File: config.mk
export PLATFORM = sky130hd
export DESIGN_NAME = axi_line_fill_master_flat
export DESIGN_NICKNAME = d
export VERILOG_FILES = /design/src/rtl/axi_line_fill_master_pkg.sv /design/src/rtl/axi_line_fill_master_if.sv /design/src/rtl/axi_line_fill_master_line_buf.sv /design/src/rtl/axi_line_fill_master.sv /design/src/flat_wrapper.sv
export SDC_FILE = /design/constraint.sdc
export NUM_CORES = 1
export LEC_CHECK = 0
export CORE_AREA = 2 2 264 266
export CTS_CLUSTER_DIAMETER = 80
export DETAILED_ROUTE_END_ITERATION = 10
export DIE_AREA = 0 0 266 268
export DONT_BUFFER_PORTS = 1
export GPL_TIMING_DRIVEN = 0
export PLACE_DENSITY_LB_ADDON = 0.1
export SETUP_SLACK_MARGIN = 0.05
export SYNTH_ARGS = -nofsm -noshare
export SYNTH_HDL_FRONTEND = slang
export SYNTH_SLANG_ARGS = --single-unit
export TNS_END_PERCENT = 5
File: constraint.sdc
create_clock -name clk -period 2 [get_ports clk]
set_input_delay 0.5 -clock clk [delete_from_list [all_inputs] [get_ports clk]]
set_output_delay 0.5 -clock clk [all_outputs]
set_load 0.03 [all_outputs]
File: src/rtl/axi_line_fill_master_pkg.sv
// Shared definitions for the AXI line-fill master: burst encodings, FSM states and line geometry.
package axi_fill_pkg;

    localparam logic [1:0] BURST_FIXED = 2'd0;
    localparam logic [1:0] BURST_INCR  = 2'd1;
    localparam logic [1:0] BURST_WRAP  = 2'd2;

    typedef enum logic [1:0] {
        S_IDLE = 2'd0,
        S_AR   = 2'd1,
        S_R    = 2'd2,
        S_RSP  = 2'd3
    } fill_state_e;

    localparam int DEF_LINE_BYTES = 64;
    localparam int DEF_DATA_WIDTH = 64;

    function automatic int beats_of(input int line_bytes, input int data_width);
        return (line_bytes * 8) / data_width;
    endfunction

    localparam int DEF_BEATS    = beats_of(DEF_LINE_BYTES, DEF_DATA_WIDTH);
    localparam int DEF_AXI_SIZE = $clog2(DEF_DATA_WIDTH / 8);

endpackage

File: src/rtl/axi_line_fill_master_if.sv
// AXI read-address and read-data channels between the fill master and the memory responder.
interface axi_line_fill_master_if #(
    parameter int ADDR_WIDTH = 32,
    parameter int DATA_WIDTH = 64,
    parameter int ID_WIDTH   = 4
) ();
    logic                  arvalid;
    logic                  arready;
    logic [ADDR_WIDTH-1:0] araddr;
    logic [ID_WIDTH-1:0]   arid;
    logic [3:0]            arlen;
    logic [2:0]            arsize;
    logic [1:0]            arburst;
    logic                  rvalid;
    logic                  rready;
    logic [ID_WIDTH-1:0]   rid;
    logic [DATA_WIDTH-1:0] rdata;
    logic [1:0]            rresp;
    logic                  rlast;

    modport master (
        output arvalid, araddr, arid, arlen, arsize, arburst, rready,
        input  arready, rvalid, rid, rdata, rresp, rlast
    );

    modport slave (
        input  arvalid, araddr, arid, arlen, arsize, arburst, rready,
        output arready, rvalid, rid, rdata, rresp, rlast
    );
endinterface

File: src/rtl/axi_line_fill_master_line_buf.sv
// Line buffer: one register per beat, flattened so beat k sits at bits [k*DATA_WIDTH +: DATA_WIDTH].
module fill_line_buf #(
    parameter int BEATS      = 8,
    parameter int DATA_WIDTH = 64,
    parameter int IDX_W      = 3
) (
    input  logic                        clk,
    input  logic                        rst_n,
    input  logic                        we_i,
    input  logic [IDX_W-1:0]            idx_i,
    input  logic [DATA_WIDTH-1:0]       data_i,
    input  logic                        clr_i,
    output logic [BEATS*DATA_WIDTH-1:0] line_o
);
    logic [BEATS-1:0][DATA_WIDTH-1:0] mem_q;

    always_ff @(posedge clk or negedge rst_n) begin
        if (!rst_n) begin
            mem_q <= '0;
        end else if (clr_i) begin
            mem_q <= '0;
        end else if (we_i) begin
            mem_q[idx_i] <= data_i;
        end
    end

    assign line_o = mem_q;
endmodule

File: src/rtl/axi_line_fill_master.sv
// Cache line-fill AXI read master: one AR burst per request, beats collected into a line buffer.
// CWF_WRAP_EN selects critical-word-first WRAP bursts; undefined gives line-aligned INCR bursts.
//   state  | meaning
//   S_IDLE | ready for a fill request
//   S_AR   | presenting the AR burst, waiting for arready
//   S_R    | collecting R beats until rlast
//   S_RSP  | full line presented until rsp_ready
module axi_line_fill_master
    import axi_fill_pkg::*;
#(
    parameter int                  ADDR_WIDTH = 32,
    parameter int                  DATA_WIDTH = DEF_DATA_WIDTH,
    parameter int                  ID_WIDTH   = 4,
    parameter int                  LINE_BYTES = DEF_LINE_BYTES,
    parameter logic [ID_WIDTH-1:0] FILL_ID    = '0
) (
    input  logic                    clk,
    input  logic                    rst_n,
    input  logic                    req_valid,
    output logic                    req_ready,
    input  logic [ADDR_WIDTH-1:0]   req_addr,
    axi_line_fill_master_if.master  axi,
    output logic                    rsp_valid,
    input  logic                    rsp_ready,
    output logic [LINE_BYTES*8-1:0] rsp_data,
    output logic                    rsp_err
);
    localparam int BEAT_BYTES = DATA_WIDTH / 8;
    localparam int BEATS      = beats_of(LINE_BYTES, DATA_WIDTH);
    localparam int IDX_W      = $clog2(BEATS);
    localparam int SIZE       = $clog2(BEAT_BYTES);

`ifdef CWF_WRAP_EN
    localparam int                    LINE_SHIFT = $clog2(LINE_BYTES);
    localparam logic [ADDR_WIDTH-1:0] ADDR_MASK  = ~ADDR_WIDTH'(BEAT_BYTES - 1);
    localparam logic [1:0]            BURST_KIND = BURST_WRAP;
`else
    localparam logic [ADDR_WIDTH-1:0] ADDR_MASK  = ~ADDR_WIDTH'(LINE_BYTES - 1);
    localparam logic [1:0]            BURST_KIND = BURST_INCR;
`endif

    fill_state_e           state_q, state_d;
    logic [ADDR_WIDTH-1:0] araddr_q, araddr_d;
    logic [1:0]            arburst_q, arburst_d;
    logic [IDX_W-1:0]      cnt_q, cnt_d;
    logic                  full_q, full_d;
    logic                  err_q, err_d;
    logic                  buf_we, buf_clr;
    logic [IDX_W-1:0]      buf_idx;

`ifdef CWF_WRAP_EN
    logic [IDX_W-1:0] start_q, start_d;
    assign buf_idx = start_q + cnt_q;
`else
    assign buf_idx = cnt_q;
`endif

    always_comb begin
        state_d   = state_q;
        araddr_d  = araddr_q;
        arburst_d = arburst_q;
        cnt_d     = cnt_q;
        full_d    = full_q;
        err_d     = err_q;
        buf_we    = 1'b0;
        buf_clr   = 1'b0;
`ifdef CWF_WRAP_EN
        start_d   = start_q;
`endif
        case (state_q)
            S_IDLE: if (req_valid) begin
                state_d   = S_AR;
                araddr_d  = req_addr & ADDR_MASK;
                arburst_d = BURST_KIND;
                buf_clr   = 1'b1;
`ifdef CWF_WRAP_EN
                start_d   = req_addr[LINE_SHIFT-1:SIZE];
`endif
            end
            S_AR: if (axi.arready) state_d = S_R;
            S_R: if (axi.rvalid) begin
                if (axi.rresp != 2'b00 || axi.rid != FILL_ID) err_d = 1'b1;
                // full_q marks that all slots are written; later beats are dropped as overruns
                if (full_q) begin
                    err_d = 1'b1;
                end else begin
                    buf_we = 1'b1;
                    cnt_d  = cnt_q + 1'b1;
                    if (cnt_q == IDX_W'(BEATS - 1)) full_d = 1'b1;
                end
                if (axi.rlast) begin
                    if (cnt_q != IDX_W'(BEATS - 1)) err_d = 1'b1;
                    state_d = S_RSP;
                end
            end
            S_RSP: if (rsp_ready) begin
                state_d = S_IDLE;
                cnt_d   = '0;
                full_d  = 1'b0;
                err_d   = 1'b0;
            end
            default: state_d = S_IDLE;
        endcase
    end

    always_ff @(posedge clk or negedge rst_n) begin
        if (!rst_n) begin
            state_q   <= S_IDLE;
            araddr_q  <= '0;
            arburst_q <= '0;
            cnt_q     <= '0;
            full_q    <= 1'b0;
            err_q     <= 1'b0;
`ifdef CWF_WRAP_EN
            start_q   <= '0;
`endif
        end else begin
            state_q   <= state_d;
            araddr_q  <= araddr_d;
            arburst_q <= arburst_d;
            cnt_q     <= cnt_d;
            full_q    <= full_d;
            err_q     <= err_d;
`ifdef CWF_WRAP_EN
            start_q   <= start_d;
`endif
        end
    end

    fill_line_buf #(
        .BEATS     (BEATS),
        .DATA_WIDTH(DATA_WIDTH),
        .IDX_W     (IDX_W)
    ) u_line_buf (
        .clk   (clk),
        .rst_n (rst_n),
        .we_i  (buf_we),
        .idx_i (buf_idx),
        .data_i(axi.rdata),
        .clr_i (buf_clr),
        .line_o(rsp_data)
    );

    // rst_n gating keeps req_ready low while reset is held, even though S_IDLE is the reset state
    assign req_ready   = (state_q == S_IDLE) && rst_n;
    assign axi.arvalid = (state_q == S_AR);
    assign axi.araddr  = araddr_q;
    assign axi.arid    = FILL_ID;
    assign axi.arlen   = 4'(BEATS - 1);
    assign axi.arsize  = 3'(SIZE);
    assign axi.arburst = arburst_q;
    assign axi.rready  = (state_q == S_R);
    assign rsp_valid   = (state_q == S_RSP);
    assign rsp_err     = (state_q == S_RSP) && err_q;
endmodule

File: src/flat_wrapper.sv
// flat-port wrapper written by rule: the top's interface ports become plain ports
module axi_line_fill_master_flat import axi_fill_pkg::*;
#(
    parameter int                  ADDR_WIDTH = 32,
    parameter int                  DATA_WIDTH = DEF_DATA_WIDTH,
    parameter int                  ID_WIDTH   = 4,
    parameter int                  LINE_BYTES = DEF_LINE_BYTES,
    parameter logic [ID_WIDTH-1:0] FILL_ID    = '0
)
  (clk, rst_n, req_valid, req_ready, req_addr, rsp_valid, rsp_ready, rsp_data, rsp_err, axi_arvalid, axi_araddr, axi_arid, axi_arlen, axi_arsize, axi_arburst, axi_rready, axi_arready, axi_rvalid, axi_rid, axi_rdata, axi_rresp, axi_rlast);
  axi_line_fill_master_if #(.ADDR_WIDTH(ADDR_WIDTH), .DATA_WIDTH(DATA_WIDTH), .ID_WIDTH(ID_WIDTH)) axi_i ();
  input  logic clk;
  input  logic rst_n;
  input  logic req_valid;
  output logic req_ready;
  input  logic [ADDR_WIDTH-1:0] req_addr;
  output logic rsp_valid;
  input  logic rsp_ready;
  output logic [LINE_BYTES*8-1:0] rsp_data;
  output logic rsp_err;
  output wire logic [$bits(axi_i.arvalid)-1:0] axi_arvalid;
  output wire logic [$bits(axi_i.araddr)-1:0] axi_araddr;
  output wire logic [$bits(axi_i.arid)-1:0] axi_arid;
  output wire logic [$bits(axi_i.arlen)-1:0] axi_arlen;
  output wire logic [$bits(axi_i.arsize)-1:0] axi_arsize;
  output wire logic [$bits(axi_i.arburst)-1:0] axi_arburst;
  output wire logic [$bits(axi_i.rready)-1:0] axi_rready;
  input wire logic [$bits(axi_i.arready)-1:0] axi_arready;
  input wire logic [$bits(axi_i.rvalid)-1:0] axi_rvalid;
  input wire logic [$bits(axi_i.rid)-1:0] axi_rid;
  input wire logic [$bits(axi_i.rdata)-1:0] axi_rdata;
  input wire logic [$bits(axi_i.rresp)-1:0] axi_rresp;
  input wire logic [$bits(axi_i.rlast)-1:0] axi_rlast;
  assign axi_arvalid = axi_i.arvalid;
  assign axi_araddr = axi_i.araddr;
  assign axi_arid = axi_i.arid;
  assign axi_arlen = axi_i.arlen;
  assign axi_arsize = axi_i.arsize;
  assign axi_arburst = axi_i.arburst;
  assign axi_rready = axi_i.rready;
  assign axi_i.arready = axi_arready;
  assign axi_i.rvalid = axi_rvalid;
  assign axi_i.rid = axi_rid;
  assign axi_i.rdata = axi_rdata;
  assign axi_i.rresp = axi_rresp;
  assign axi_i.rlast = axi_rlast;
  axi_line_fill_master #(.ADDR_WIDTH(ADDR_WIDTH), .DATA_WIDTH(DATA_WIDTH), .ID_WIDTH(ID_WIDTH), .LINE_BYTES(LINE_BYTES), .FILL_ID(FILL_ID)) u_core (.clk(clk), .rst_n(rst_n), .req_valid(req_valid), .req_ready(req_ready), .req_addr(req_addr), .axi(axi_i), .rsp_valid(rsp_valid), .rsp_ready(rsp_ready), .rsp_data(rsp_data), .rsp_err(rsp_err));
endmodule
==> results by group <==
Cells and area
  – N_diodes: 0
  – Commonest non-fill, non-tap cell in the layout: dfrtp_1
  – Area of the multi-input gates: roughly 8500 sq um
  – Layout overhead on the synthesized area: 20.8%
  – Fillers: between 6,000 and 7,000
  – Finished Core Util: 0.401
  – Final nets: between 2,000 and 2,500
  – Commonest non-fill, non-tap cells in the layout: 544 x dfrtp_1, 519 x nand2_1, 513 x mux2i_1, 68 x clkbuf_16
  – Layout cells sized above 1: 0.187
  – Sequential cell area: between 10,000 and 15,000 sq um

Clock network
  – CTS sink count: between 500 and 600
  – CTS H-tree lvls: 2
  – CTS tree: built
  – Later-pin clock latency in the skew report: 0.63 ns
  – CTS buffer count: 61
  – Clk root buf: clkbuf_16
  – Clock tree buffer depth: 3
  – # hold bufs at CTS: 27
  – Clock-pin slew on the worst setup and hold paths: approximately 0.060 ns

Worst hold path
  – HP Class: in2async

Floorplan
  – Placeable Area: 68,200 sq um
  – Die area: between 70,000 and 80,000 sq um
  – Starting density of the core: 0.332
  – Die width: 266 microns
  – Io pins: 671
  – Die height: 268 microns
  – Site Rows: between 90 and 100

Route
  – Wirelength per Cell: 27.9 microns
  – DRC: 0
  – DRT Wirelength: ~82,000 microns
  – Drt pass-1 iters: 5
  – Starting DRT DRC Count: 1,063
  – Post-DRT Antenna Nets: 0
  – Vias: 14,682
  – Via/cell ratio: roughly 5

Synthesis
  – Async set-reset flop share out of synthesis: 1.00
  – FF+latch count, synth: around 550
  – Warnings from Yosys: 0
  – Syn Area/Cell: 12.2 sq um
  – Syn Inst Count: approximately 1,900
  – Top_reg_cell synth: dfrtp_1
  – Mapped Area: around 23,000 sq um
  – Synth unique cells: 34
  – Sequential-to-total area share from yosys stat: 0.603
  – Post-synth EDFFs: 0

Power and ir drop
  – Clk pwr share: 0.297
  – Pwr Density: between 1000 and 1500 nW/um^2
  – Switching Fraction: 0.410
  – Internal: between 20 and 25 mW
  – Leak: about 15 nW
  – Flop pwr share: 0.516
  – Max VDD drop: 0.852 mV
  – Tot Pwr: about 38 mW
  – Comb pwr share: 0.187
  – Switching power: roughly 16 mW

STA
  – RSZ-0062 raised after global routing: yes
  – Minimum clock period after layout: just over 2 ns
  – Worst slew pin tran: roughly 1.9 ns
  – WHS: -0.408 ns
  – Clock Skew: approximately 0.019 ns
  – Setup_tns: -0.164 ns
  – Final Setup Violations: 7
  – Period Utilization, post-route: 1.04
  – Fin. Hold Viols: roughly 450
  – Highest Clock Rate: 0.482 GHz
  – Final Worst Setup Slack: -0.0744 ns
  – Slew margin rel.: -0.296
  – Pins Over Slew Limit: 210

Global routing
  – Initial antenna violation count: 1
  – Largest net degree at the start of global routing: roughly 550
  – Vias in the first global route: 15,100
  – Grt ovf: 0
  – Wire length of the first global-routing pass: roughly 110,000 microns
  – Tot GR Track Use: 0.221

Critical path
  – Crit-path slowest cell: dfrtp_2
  – Crit end category: primary output
  – Critical path type: reg2out
  – Crit path max-delay family: flip-flops
  – Crit start category: flop
  – Crit Path Max Fanout: 8
  – CP required: ~1.5 ns
  – CP cell instances: ha_4 -> and2_4
  – Buf/Inv on CP: 0
  – R2R setup slack: -0.02 ns
  – Slowest stage delay, CP: between 0.4 and 0.5 ns
  – CP arrival: 1.57 ns

Place
  – I/O Buffers: 0
  – DP Worst Slack: -1.43 ns
  – Final Wtd Congestion: slightly above 0.8
  – DP Wirelength: 56,100 microns

Outcome
  – Outcome: complete, but fails checks
  – Failing checks: hold timing, slew limit, setup timing

Job
  – Max cap viols: 0
[synthesized netlist by cell type, types with 3 or more instances]
master	count	area share
buf_12	12	0.011
buf_2	21	0.0046
buf_4	36	0.012
buf_6	8	0.0040
clkbuf_1	60	0.0099
dfrtp_1	546	0.60
ha_1	7	0.0039
inv_1	3	0.00050
mux2_2	27	0.013
mux2i_1	515	0.23
nand2_1	584	0.097
nand2_4	3	0.0015
nand2b_1	3	0.00083
nor2b_1	7	0.0019
o21ai_0	5	0.0011
[what timing repair did]
item,4_1_cts,5_1_grt
hold endpoints to repair,573,546
pin swaps,6,4
setup endpoints to repair,545,536
cloned,3,6
buffers inserted,7,17
resized for setup,214,60
[worst paths after layout]
| path | from | endpoint | cells after the start |
|---|---|---|---|
| max | u_core.state_q[1]$_DFFE_PN0P_ | rsp_err | 2 |
| min | rst_n | u_core.axi.araddr[18]$_DFFE_PN0N_ | 0 |
| max reg2reg | u_core.state_q[0]$_DFFE_PN0P_ | u_core.u_line_buf.line_o[84]$_DFFE_PN0P_ | 8 |
| min reg2reg | u_core.err_q$_DFFE_PN0P_ | u_core.err_q$_DFFE_PN0P_ | 2 |
| max in group asynchronous | rst_n | u_core.axi.araddr[7]$_DFFE_PN0N_ | 0 |
| min in group clk | rsp_ready | u_core.full_q$_DFFE_PN0P_ | 3 |
[cell families (layout without fill, tap and decap cells)]
| group | after synthesis | in the layout | share of synthesized area |
|---|---|---|---|
| compound gates | 10 | 10 | 0.00320 |
| fa+ha+maj | 7 | 7 | 0.00386 |
| buf+inv | 142 | 313 | 0.0429 |
| other cells | 2 | 18 | 0.000331 |
| flops | 546 | 546 | 0.603 |
| simple gates | 612 | 614 | 0.106 |
| mux | 542 | 542 | 0.241 |
[sequential cells by signal (all words and copies together) (netlist names)]
name / flops
u_core.axi.arburst: 1
u_core.buf_idx: 3
u_core.state_q: 2
u_core.u_line_buf.line_o: 512
u_core.axi.araddr: 26
u_core.err_q: 1
u_core.full_q: 1
[final cells by class]
| type | instances | share of cell area |
|---|---|---|
| Inverter | 3 | 0.000594 |
| Clock buffer | 96 | 0.0690 |
| Clock inverter | 17 | 0.00534 |
| Sequential cell | 546 | 0.499 |
| Buffer | 139 | 0.0519 |
| Tap cell | 882 | 0.0403 |
| Multi-Input combinational cell | 1191 | 0.310 |
| Timing Repair Buffer | 58 | 0.0243 |
[per-layer routing]
layer / share of wire / wire (microns) / up-vias / GRT usage
met4: 0.033 / 2660 / 0 / 0.0706
met3: 0.095 / 7760 / 128 / 0.0842
met1: 0.38 / 31000 / 7597 / 0.261
met2: 0.49 / 40400 / 522 / 0.373
li1: - / - / 6435 / -
met5: 0 / 0 / - / 0
[worst register-to-register path: stages (launching register included)]
cell and delay (ns):
dfrtp_2 0.45, inv_4 0.10, ha_4 0.24, and4b_1 0.24, buf_6 0.14, and2_4 0.17
buf_12 0.19, buf_12 0.20, mux2i_2 0.21
[per-stage QoR]
step	instances	cell area, sq um	hold WS (ns)
2_1_floorplan	1877	22700	0.204
3_3_place_gp	2759	23800	0.218
3_5_place_dp	2759	23800	0.218
4_1_cts	2909	26900	-0.460
5_1_grt	2932	27400	-0.441
6_report	2932	27400	-0.408
[power groups by stage]
stage	registers [mW]	clock network [mW]	logic [mW]
after floorplan	18.8	0	4.31
after global placement	19.9	0	6.09
after detailed placement	19.9	0	6.28
after CTS	19.7	11.6	6.91
after global routing	19.9	12.1	7.80
final	19.7	11.4	7.13
(Power assumes the default switching activity.)
